==> src/rtl/haraka_round_ctrl_if.sv <==
// rtl/haraka_round_ctrl_if.sv - message, datapath and digest signals of the Haraka round controller
interface haraka_round_ctrl_if;
    logic         in_valid;
    logic         in_ready;
    logic [511:0] msg_in;
    logic [511:0] dp_in;
    logic [511:0] dp_result;
    logic         dp_encrypt;
    logic [3:0]   dp_rc_idx;
    logic         out_valid;
    logic         out_ready;
    logic [255:0] digest;
    logic         busy;

    modport slave (
        input  in_valid, msg_in, dp_result, out_ready,
        output in_ready, dp_in, dp_encrypt, dp_rc_idx, out_valid, digest, busy
    );

    modport master (
        output in_valid, msg_in, dp_result, out_ready,
        input  in_ready, dp_in, dp_encrypt, dp_rc_idx, out_valid, digest, busy
    );
endinterface

==> src/rtl/haraka_round_ctrl.sv <==
// rtl/haraka_round_ctrl.sv - Haraka permutation round sequencer; HARAKA_FEEDFORWARD_EN adds the XOR feed-forward
module haraka_round_ctrl #(
    parameter int NROUNDS      = 5,
    parameter int ROUND_CYCLES = 2
) (
    input  logic               clk,
    input  logic               rst_n,
    haraka_round_ctrl_if.slave bus
);
    localparam logic [3:0] LAST_R = 4'(NROUNDS - 1);
    localparam logic [3:0] LAST_C = 4'(ROUND_CYCLES - 1);

    typedef enum logic [1:0] {
        IDLE = 2'd0,
        RUN  = 2'd1,
        DONE = 2'd2
    } state_e;

    state_e       state_q, state_d;
    logic [3:0]   r_q, r_d;
    logic [3:0]   c_q, c_d;
    logic [511:0] st_q, st_d;
    logic [511:0] f;
    logic         rdy_q;
    logic         in_ready_c;
    logic         accept;
`ifdef HARAKA_FEEDFORWARD_EN
    logic [511:0] msg_q, msg_d;
`endif

    // rdy_q keeps in_ready low until the first edge after reset release
    always_ff @(posedge clk or negedge rst_n) begin
        if (!rst_n) begin
            state_q <= IDLE;
            r_q     <= '0;
            c_q     <= '0;
            st_q    <= '0;
            rdy_q   <= 1'b0;
        end else begin
            state_q <= state_d;
            r_q     <= r_d;
            c_q     <= c_d;
            st_q    <= st_d;
            rdy_q   <= 1'b1;
        end
    end

`ifdef HARAKA_FEEDFORWARD_EN
    always_ff @(posedge clk or negedge rst_n) begin
        if (!rst_n) begin
            msg_q <= '0;
        end else begin
            msg_q <= msg_d;
        end
    end
`endif

    always_comb begin
        state_d    = state_q;
        r_d        = r_q;
        c_d        = c_q;
        st_d       = st_q;
        in_ready_c = 1'b0;
        accept     = 1'b0;
`ifdef HARAKA_FEEDFORWARD_EN
        msg_d      = msg_q;
`endif
        case (state_q)
            IDLE: begin
                in_ready_c = rdy_q;
            end
            RUN: begin
                if (c_q == LAST_C) begin
                    st_d = bus.dp_result;
                    c_d  = '0;
                    r_d  = r_q + 4'd1;
                    if (r_q == LAST_R) begin
                        state_d = DONE;
                    end
                end else begin
                    c_d = c_q + 4'd1;
                end
            end
            DONE: begin
                if (bus.out_ready) begin
                    in_ready_c = rdy_q;
                    if (!bus.in_valid) begin
                        state_d = IDLE;
                    end
                end
            end
            default: begin
                state_d = IDLE;
            end
        endcase

        // A new message may replace a drained digest in the same cycle
        accept = bus.in_valid & in_ready_c;
        if (accept) begin
            state_d = RUN;
            st_d    = bus.msg_in;
            r_d     = '0;
            c_d     = '0;
`ifdef HARAKA_FEEDFORWARD_EN
            msg_d   = bus.msg_in;
`endif
        end
    end

`ifdef HARAKA_FEEDFORWARD_EN
    assign f = st_q ^ msg_q;
`else
    assign f = st_q;
`endif

    assign bus.in_ready   = in_ready_c;
    assign bus.dp_in      = st_q;
    assign bus.dp_encrypt = (state_q == RUN);
    assign bus.dp_rc_idx  = (state_q == RUN) ? r_q : 4'd0;
    assign bus.out_valid  = (state_q == DONE);
    assign bus.busy       = (state_q != IDLE);
    assign bus.digest     = {f[479:416], f[351:288], f[223:160], f[95:32]};
endmodule

==> src/flat_wrapper.sv <==
// flat-port wrapper written by rule: the top's interface ports become plain ports
module haraka_round_ctrl_flat 
#(
    parameter int NROUNDS      = 5,
    parameter int ROUND_CYCLES = 2
)
  (clk, rst_n, bus_in_valid, bus_msg_in, bus_dp_result, bus_out_ready, bus_in_ready, bus_dp_in, bus_dp_encrypt, bus_dp_rc_idx, bus_out_valid, bus_digest, bus_busy);
  haraka_round_ctrl_if bus_i ();
  input  logic clk;
  input  logic rst_n;
  input wire logic [$bits(bus_i.in_valid)-1:0] bus_in_valid;
  input wire logic [$bits(bus_i.msg_in)-1:0] bus_msg_in;
  input wire logic [$bits(bus_i.dp_result)-1:0] bus_dp_result;
  input wire logic [$bits(bus_i.out_ready)-1:0] bus_out_ready;
  output wire logic [$bits(bus_i.in_ready)-1:0] bus_in_ready;
  output wire logic [$bits(bus_i.dp_in)-1:0] bus_dp_in;
  output wire logic [$bits(bus_i.dp_encrypt)-1:0] bus_dp_encrypt;
  output wire logic [$bits(bus_i.dp_rc_idx)-1:0] bus_dp_rc_idx;
  output wire logic [$bits(bus_i.out_valid)-1:0] bus_out_valid;
  output wire logic [$bits(bus_i.digest)-1:0] bus_digest;
  output wire logic [$bits(bus_i.busy)-1:0] bus_busy;
  assign bus_i.in_valid = bus_in_valid;
  assign bus_i.msg_in = bus_msg_in;
  assign bus_i.dp_result = bus_dp_result;
  assign bus_i.out_ready = bus_out_ready;
  assign bus_in_ready = bus_i.in_ready;
  assign bus_dp_in = bus_i.dp_in;
  assign bus_dp_encrypt = bus_i.dp_encrypt;
  assign bus_dp_rc_idx = bus_i.dp_rc_idx;
  assign bus_out_valid = bus_i.out_valid;
  assign bus_digest = bus_i.digest;
  assign bus_busy = bus_i.busy;
  haraka_round_ctrl #(.NROUNDS(NROUNDS), .ROUND_CYCLES(ROUND_CYCLES)) u_core (.clk(clk), .rst_n(rst_n), .bus(bus_i));
endmodule
==> config.mk <==
export PLATFORM = sky130hd
export DESIGN_NAME = haraka_round_ctrl_flat
export DESIGN_NICKNAME = d
export VERILOG_FILES = /design/src/rtl/haraka_round_ctrl_if.sv /design/src/rtl/haraka_round_ctrl.sv /design/src/flat_wrapper.sv
export SDC_FILE = /design/constraint.sdc
export NUM_CORES = 1
export LEC_CHECK = 0
export BUFFER_PORTS_ARGS = -buffer_cell sky130_fd_sc_hd__buf_2
export CORE_AREA = 2 2 713 715
export DETAILED_ROUTE_END_ITERATION = 10
export DIE_AREA = 0 0 715 717
export GPL_ROUTABILITY_DRIVEN = 1
export GPL_TIMING_DRIVEN = 1
export PLACE_DENSITY = 0.3
export SLEW_MARGIN = 25
export SYNTH_ARGS = -nofsm -noshare
export SYNTH_HDL_FRONTEND = slang
export SYNTH_SLANG_ARGS = --single-unit
==> constraint.sdc <==
create_clock -name clk -period 1.9 [get_ports clk]
set_clock_uncertainty 0.2 [all_clocks]
set_input_delay 0 -clock clk [delete_from_list [all_inputs] [get_ports clk]]
set_output_delay 0 -clock clk [all_outputs]
set_load 0.02 [all_outputs]
After elaboration in Yosys (flattened, before gate mapping)
Index checks and enable logic that the tools add are counted.

Bits in latches: 0. Output and inout port bits: 776. Word-level logic and storage cells: 41. Memory bits (read-only): 0. Memories: 0. RAM bits: 0. Bits in registers: 523. Input bits: 1028.

Multiply operators: 0. Add/subtract/negate cells: 2. Shift-type cells: 0. Reduce and logical (&&, ||, !) cells: 6. Magnitude comparators: 0. Eq/ne operators: 9. Div/mod/pow operators: 0. Bitwise operators: 1. Multiplexer cells: 18.

Operators by type and width (count): $mux 512 (3); $mux 4 (7); $mux 2 (5); $add 4x1->4 const B (2); $ne 3x1->1 const B (2); $ne 3x2->1 const B (2); $pmux 2 s3 (1); $reduce_bool 2->1 (3); $reduce_and 5->1 (1); $eq 4x1->1 const B (1); $eq 4x3->1 const B (1); $eq 2x1->1 const B (1); $eq 2x2->1 const B (1); $logic_not 2->1 (1); $ne 2x1->1 const B (1); $pmux 1 s2 (1); $reduce_and 2->1 (1); $and 1x1->1 (1); $mux 1 (1).

Depth between registers and ports, before layout
Word-level depth: 5. Mapped depth: 8. Depth with buffers taken out: 5.

Worst setup path before layout
No wires, ideal clock.

Path type: register -> register. Start point: register u_core.c_q[1]. End point: register u_core.r_q[3]. Data required time: 1.622 ns. Buffers on the path: 2. Library setup time: 0.078 ns. Stages on the path, launching flop included: 8. Setup slack: -0.133 ns. Data arrival time: 1.756 ns. Clock period less this slack: 2.033 ns. Cells stage by stage: dfrtp_1 inv_1 ha_1 or3b_1 buf_2 buf_6 or4_1 a21oi_1.

Cells in the longest elaborated chain, start to end: 3.

RTL lines: start: declaration (RTL line haraka_round_ctrl.sv:21) `logic [3:0] c_q, c_d;`; start signal: assignment (RTL line haraka_round_ctrl.sv:36) `c_q <= '0;`; start signal: assignment (RTL line haraka_round_ctrl.sv:42) `c_q <= c_d;`; $eq 4x1->1 (RTL line haraka_round_ctrl.sv:73) `if (c_q == LAST_C) begin`; $reduce_bool 2->1 (no line); $reduce_and 2->1 (no line); end signal: assignment (RTL line haraka_round_ctrl.sv:41) `r_q <= r_d;`; end: declaration (RTL line haraka_round_ctrl.sv:20) `logic [3:0] r_q, r_d;`.

No other way between the ends. A chain may end at the register's enable or synchronous reset.

Worst setup path in the final report
Start point: register u_core.c_q[1]. End point: register u_core.st_q[381] (netlist: u_core.bus.dp_in[381]).

Cells in the longest elaborated chain, start to end: 3.

RTL lines: $eq 4x1->1 (RTL line haraka_round_ctrl.sv:73); $reduce_bool 2->1 (no line); $reduce_and 2->1 (no line); end signal: assignment (RTL line haraka_round_ctrl.sv:43) `st_q <= st_d;`; end: declaration (RTL line haraka_round_ctrl.sv:22) `logic [511:0] st_q, st_d;`.

No other way between the ends.

==> impl_results.html <==
<table>
<tr><th>Metric</th><th>Value</th></tr>
<tr><th colspan="2">Outcome</th></tr>
<tr><td>Result of the run</td><td>finished with violations</td></tr>
<tr><td>Failing checks</td><td>setup timing</td></tr>
<tr><th colspan="2">Clocking</th></tr>
<tr><td>Clock latency reported for the late side of the worst-skew pair</td><td>0.83 ns</td></tr>
<tr><td>Buffer depth of the longest clock path</td><td>4</td></tr>
<tr><td>CTS HTree Levels</td><td>3</td></tr>
<tr><td>Number of buffers created by CTS</td><td>84</td></tr>
<tr><td>TritonCTS clock tree</td><td>done</td></tr>
<tr><td>Clock Tree Root</td><td>sky130_fd_sc_hd__clkbuf_16</td></tr>
<tr><td>Clk slew on worst S/H paths</td><td>0.06 ns</td></tr>
<tr><td>CTS sink cnt</td><td>523</td></tr>
<tr><th colspan="2">Power and ir drop</th></tr>
<tr><td>Clk network pwr share</td><td>13.9%</td></tr>
<tr><td>Share of total power consumed by net switching</td><td>52.3%</td></tr>
<tr><td>Net switching power</td><td>60.2 mW</td></tr>
<tr><td>PwrDens</td><td>1480 mW/mm^2</td></tr>
<tr><td>Lkg Pwr</td><td>30.5 nW</td></tr>
<tr><td>Combinational group share of total power</td><td>65.0%</td></tr>
<tr><td>Sequential group share of total power</td><td>21.0%</td></tr>
<tr><td>Peak ir drop on the vdd network</td><td>775 uV</td></tr>
<tr><td>Internal cell power</td><td>54.8 mW</td></tr>
<tr><th colspan="2">STA</th></tr>
<tr><td>Max Slew Vio Count</td><td>0</td></tr>
<tr><td>Final setup violation count</td><td>539</td></tr>
<tr><td>Worst Hold Margin</td><td>0.0119 ns</td></tr>
<tr><td>Setup ws final</td><td>-0.489 ns</td></tr>
<tr><td>Timing-limited maximum frequency</td><td>419 MHz</td></tr>
<tr><td>Min Clock Period, post-route</td><td>2.39 ns</td></tr>
<tr><td>Worst slew margin relative to its limit</td><td>40.6%</td></tr>
<tr><td>RSZ-0062 raised after global routing</td><td>yes</td></tr>
<tr><td>Period utilization</td><td>126%</td></tr>
<tr><td>Fin. Hold Viols</td><td>0</td></tr>
<tr><td>Setup TNS after final layout</td><td>-193.62 ns</td></tr>
<tr><td>Actual transition at the worst max-transition pin</td><td>0.883 ns</td></tr>
<tr><th colspan="2">Yosys</th></tr>
<tr><td>Post-Synthesis Mean Instance Area</td><td>8.58 sq um</td></tr>
<tr><td>Register bit total from synthesis</td><td>523</td></tr>
<tr><td>Post-synthesis cell area</td><td>0.0287 sq mm</td></tr>
<tr><td>Synth top area share</td><td>45.6%</td></tr>
<tr><td>Synth async-reset ratio</td><td>100%</td></tr>
<tr><td>Seq/Total Area, Yosys</td><td>45.6%</td></tr>
<tr><td>Commonest cells in the synthesized netlist</td><td>sky130_fd_sc_hd__dfrtp_1, sky130_fd_sc_hd__nand3_1, sky130_fd_sc_hd__o21ai_0</td></tr>
<tr><td>Gate Count Post-Synth</td><td>3341</td></tr>
<tr><td>Top cells by area in the synthesized netlist</td><td>sky130_fd_sc_hd__dfrtp_1, sky130_fd_sc_hd__a31oi_1, sky130_fd_sc_hd__nor4_1, sky130_fd_sc_hd__nand3_1, sky130_fd_sc_hd__o21ai_0</td></tr>
<tr><td>Most repeated cell in the gate-level netlist after synthesis</td><td>sky130_fd_sc_hd__dfrtp_1</td></tr>
<tr><td>Warning count from the yosys run</td><td>0</td></tr>
<tr><td>Post-synth EDFFs</td><td>0</td></tr>
<tr><td>Unique cell type count in the Yosys netlist</td><td>35</td></tr>
<tr><td>Ys flop type</td><td>sky130_fd_sc_hd__dfrtp_1</td></tr>
<tr><td>Synthesized Nets</td><td>4373</td></tr>
<tr><td>Top cell type by total area after synthesis</td><td>sky130_fd_sc_hd__dfrtp_1</td></tr>
<tr><th colspan="2">Global routing</th></tr>
<tr><td>Wire length of the first global-routing pass</td><td>524000 um</td></tr>
<tr><td>Largest net degree at the start of global routing</td><td>80</td></tr>
<tr><td>Combined global-route utilization of all metal layers</td><td>15.6%</td></tr>
<tr><td>Via count of the first global-routing pass</td><td>47681</td></tr>
<tr><td>Residual overflow from global routing</td><td>0</td></tr>
<tr><td>Initial antenna violation count</td><td>379</td></tr>
<tr><th colspan="2">Placed design</th></tr>
<tr><td>Worst setup timing slack at the placement stage</td><td>-0.608 ns</td></tr>
<tr><td>Last weighted congestion value of the routability-driven placer</td><td>0.974</td></tr>
<tr><td>Number of buffers added on ports</td><td>1803</td></tr>
<tr><td>HPWL reported at the end of detailed placement</td><td>340000 um</td></tr>
<tr><td>Dpl cells</td><td>11721</td></tr>
<tr><th colspan="2">Worst hold path</th></tr>
<tr><td>Hold/Removal Path Class</td><td>primary input to flop</td></tr>
<tr><th colspan="2">Cells and area</th></tr>
<tr><td>Area used by multi-input combinational logic</td><td>0.0153 sq mm</td></tr>
<tr><td>Final non-filler cell total</td><td>14126</td></tr>
<tr><td>Fraction of layout instances using a drive strength above 1</td><td>44.3%</td></tr>
<tr><td>FILL cells</td><td>57515</td></tr>
<tr><td>Sequential cell area</td><td>0.0131 sq mm</td></tr>
<tr><td>Net count, final</td><td>8184</td></tr>
<tr><td>Syn-to-layout area delta</td><td>171%</td></tr>
<tr><th colspan="2">Job</th></tr>
<tr><td>Number of max-cap violations</td><td>0</td></tr>
<tr><th colspan="2">Worst setup path</th></tr>
<tr><td>Type of destination of the critical path</td><td>flop</td></tr>
<tr><td>Required time worst endpoint</td><td>2.42 ns</td></tr>
<tr><td>Crit start category</td><td>flop</td></tr>
<tr><td>Crit path arrival time</td><td>2.91 ns</td></tr>
<tr><td>Maximum fanout encountered on the critical timing path</td><td>8</td></tr>
<tr><td>Type of the worst setup path</td><td>flop to flop</td></tr>
<tr><th colspan="2">Die</th></tr>
<tr><td>Total core area</td><td>0.505 sq mm</td></tr>
<tr><td>Height of the chip</td><td>717 um</td></tr>
<tr><td># rows</td><td>261</td></tr>
<tr><td>Die width</td><td>715 um</td></tr>
<tr><td>IO Count</td><td>1804</td></tr>
<tr><td>Initial cell density of the core</td><td>5.68%</td></tr>
<tr><td>Area of the die</td><td>0.513 sq mm</td></tr>
<tr><th colspan="2">Drt</th></tr>
<tr><td>Number of remaining DRC errors</td><td>0</td></tr>
<tr><td>First-pass detailed-route iteration total</td><td>6</td></tr>
<tr><td>Starting DRC count in detailed routing</td><td>3899</td></tr>
<tr><td>Post-DR vias/cell</td><td>3.44</td></tr>
<tr><td>Routed Antenna Nets</td><td>0</td></tr>
<tr><td>Vias post-DR</td><td>48564</td></tr>
<tr><td>Post-DR wirelength/cell</td><td>30.0 um</td></tr>
<tr><td>Routed WL</td><td>423000 um</td></tr>
</table>
==> final cells by class <==
| class | instances | area share, % |
|---|---|---|
| tap | 6706 | 10.8 |
| multi-input combinational | 2097 | 19.7 |
| clock buffer | 125 | 3.17 |
| timing repair buffer | 4439 | 48.5 |
| clock inverter | 19 | 0.240 |
| inverter | 7 | 0.0532 |
| sequential | 523 | 16.9 |
| antenna | 210 | 0.678 |
==> path summary, 6_finish.rpt <==
path / start / end / slack (ns) / cells after the start
min in group asynchronous: rst_n / u_core.r_q[2] / 0.17 / 4
worst max-delay path: u_core.c_q[1] / u_core.bus.dp_in[381] / -0.49 / 10
worst max register to register: u_core.c_q[1] / u_core.bus.dp_in[381] / -0.49 / 10
worst min-delay path: bus_dp_result[485] / u_core.bus.dp_in[485] / 0.01 / 4
max in group asynchronous: rst_n / u_core.bus.dp_in[226] / 0.40 / 6
worst min register to register: u_core.bus.dp_in[358] / u_core.bus.dp_in[358] / 0.35 / 2
==> per-stage QoR <==
stage	util [%]	total power, mW	cell area (sq um)
CTS	14.7	112	74300
global placement	9.54	79.7	48100
floorplan	-	50.1	29000
finish	15.4	115	77600
global route	15.3	120	77300
detailed placement	9.54	79.4	48100
==> worst max-delay path, cell delays in order, from the launching register on <==
cell	delay [ns]
sky130_fd_sc_hd__dfrtp_1	0.37
sky130_fd_sc_hd__inv_1	0.07
sky130_fd_sc_hd__ha_2	0.17
sky130_fd_sc_hd__buf_6	0.08
sky130_fd_sc_hd__nor3b_4	0.27
sky130_fd_sc_hd__buf_12	0.17
sky130_fd_sc_hd__buf_16	0.16
sky130_fd_sc_hd__buf_16	0.24
sky130_fd_sc_hd__clkbuf_16	0.22
sky130_fd_sc_hd__nand3_1	0.10
sky130_fd_sc_hd__a31oi_1	0.16
==> metal layers <==
layer / wire length (um) / global-route usage (%)
met5: 766 / 0.0280
met4: 22000 / 6.86
met3: 35300 / 4.74
met2: 190000 / 24.6
met1: 175000 / 19.4
==> cells in the final DEF, fill, tap and decap left out, types with 106 or more instances in the layout <==
master	n
sky130_fd_sc_hd__diode_2	210
sky130_fd_sc_hd__buf_2	1791
sky130_fd_sc_hd__o21ai_1	124
sky130_fd_sc_hd__nand3_2	188
sky130_fd_sc_hd__buf_12	144
sky130_fd_sc_hd__o21ai_0	245
sky130_fd_sc_hd__dlygate4sd3_1	1875
sky130_fd_sc_hd__a31oi_1	479
sky130_fd_sc_hd__nand3_1	242
sky130_fd_sc_hd__dfrtp_1	522
sky130_fd_sc_hd__buf_4	455
sky130_fd_sc_hd__o21ai_2	138
sky130_fd_sc_hd__clkbuf_16	106
sky130_fd_sc_hd__nor4_1	480
==> power groups by stage <==
stage / Clock (mW) / Combinational, mW / Sequential (mW)
finish: 16.0 / 74.7 / 24.2
floorplan: 0 / 22.8 / 27.2
CTS: 16.6 / 71.1 / 24.0
global placement: 0 / 55.8 / 24.0
detailed placement: 0 / 55.6 / 23.8
global route: 16.8 / 78.8 / 24.7
==> kinds of logic (layout without fill, tap and decap cells) <==
| group | Yosys count | in the layout | synth area share, % |
|---|---|---|---|
| other | 1 | 211 | 0.0131 |
| adder cells (fa/ha/maj) | 4 | 4 | 0.175 |
| AND/OR/NAND/NOR | 1052 | 1052 | 20.7 |
| XOR/XNOR | 1 | 1 | 0.0306 |
| AO/OA/AOI/OAI | 1039 | 1039 | 20.4 |
| buffers and inverters | 721 | 4590 | 13.0 |
| flip-flops | 523 | 523 | 45.6 |
==> sequential cells by signal, indices dropped and copies added, names as in the netlist <==
| name | flops |
|---|---|
| u_core.bus.dp_in | 512 |
| u_core.c_q | 4 |
| u_core.r_q | 4 |
| u_core.state_q | 2 |
| u_core.rdy_q | 1 |
==> repair_timing <==
| action | CTS | global route |
|---|---|---|
| hold buffers | 1869 | 7 |
| buffers inserted | 81 | 29 |
| hold endpoints to repair | 1043 | 7 |
| endpoints found under the setup margin | 678 | 632 |
| pin swaps | 184 | 340 |
| gates cloned | 68 | 25 |
| gates resized for setup | 572 | 537 |
No activity file was read; power rests on OpenSTA's default activity.
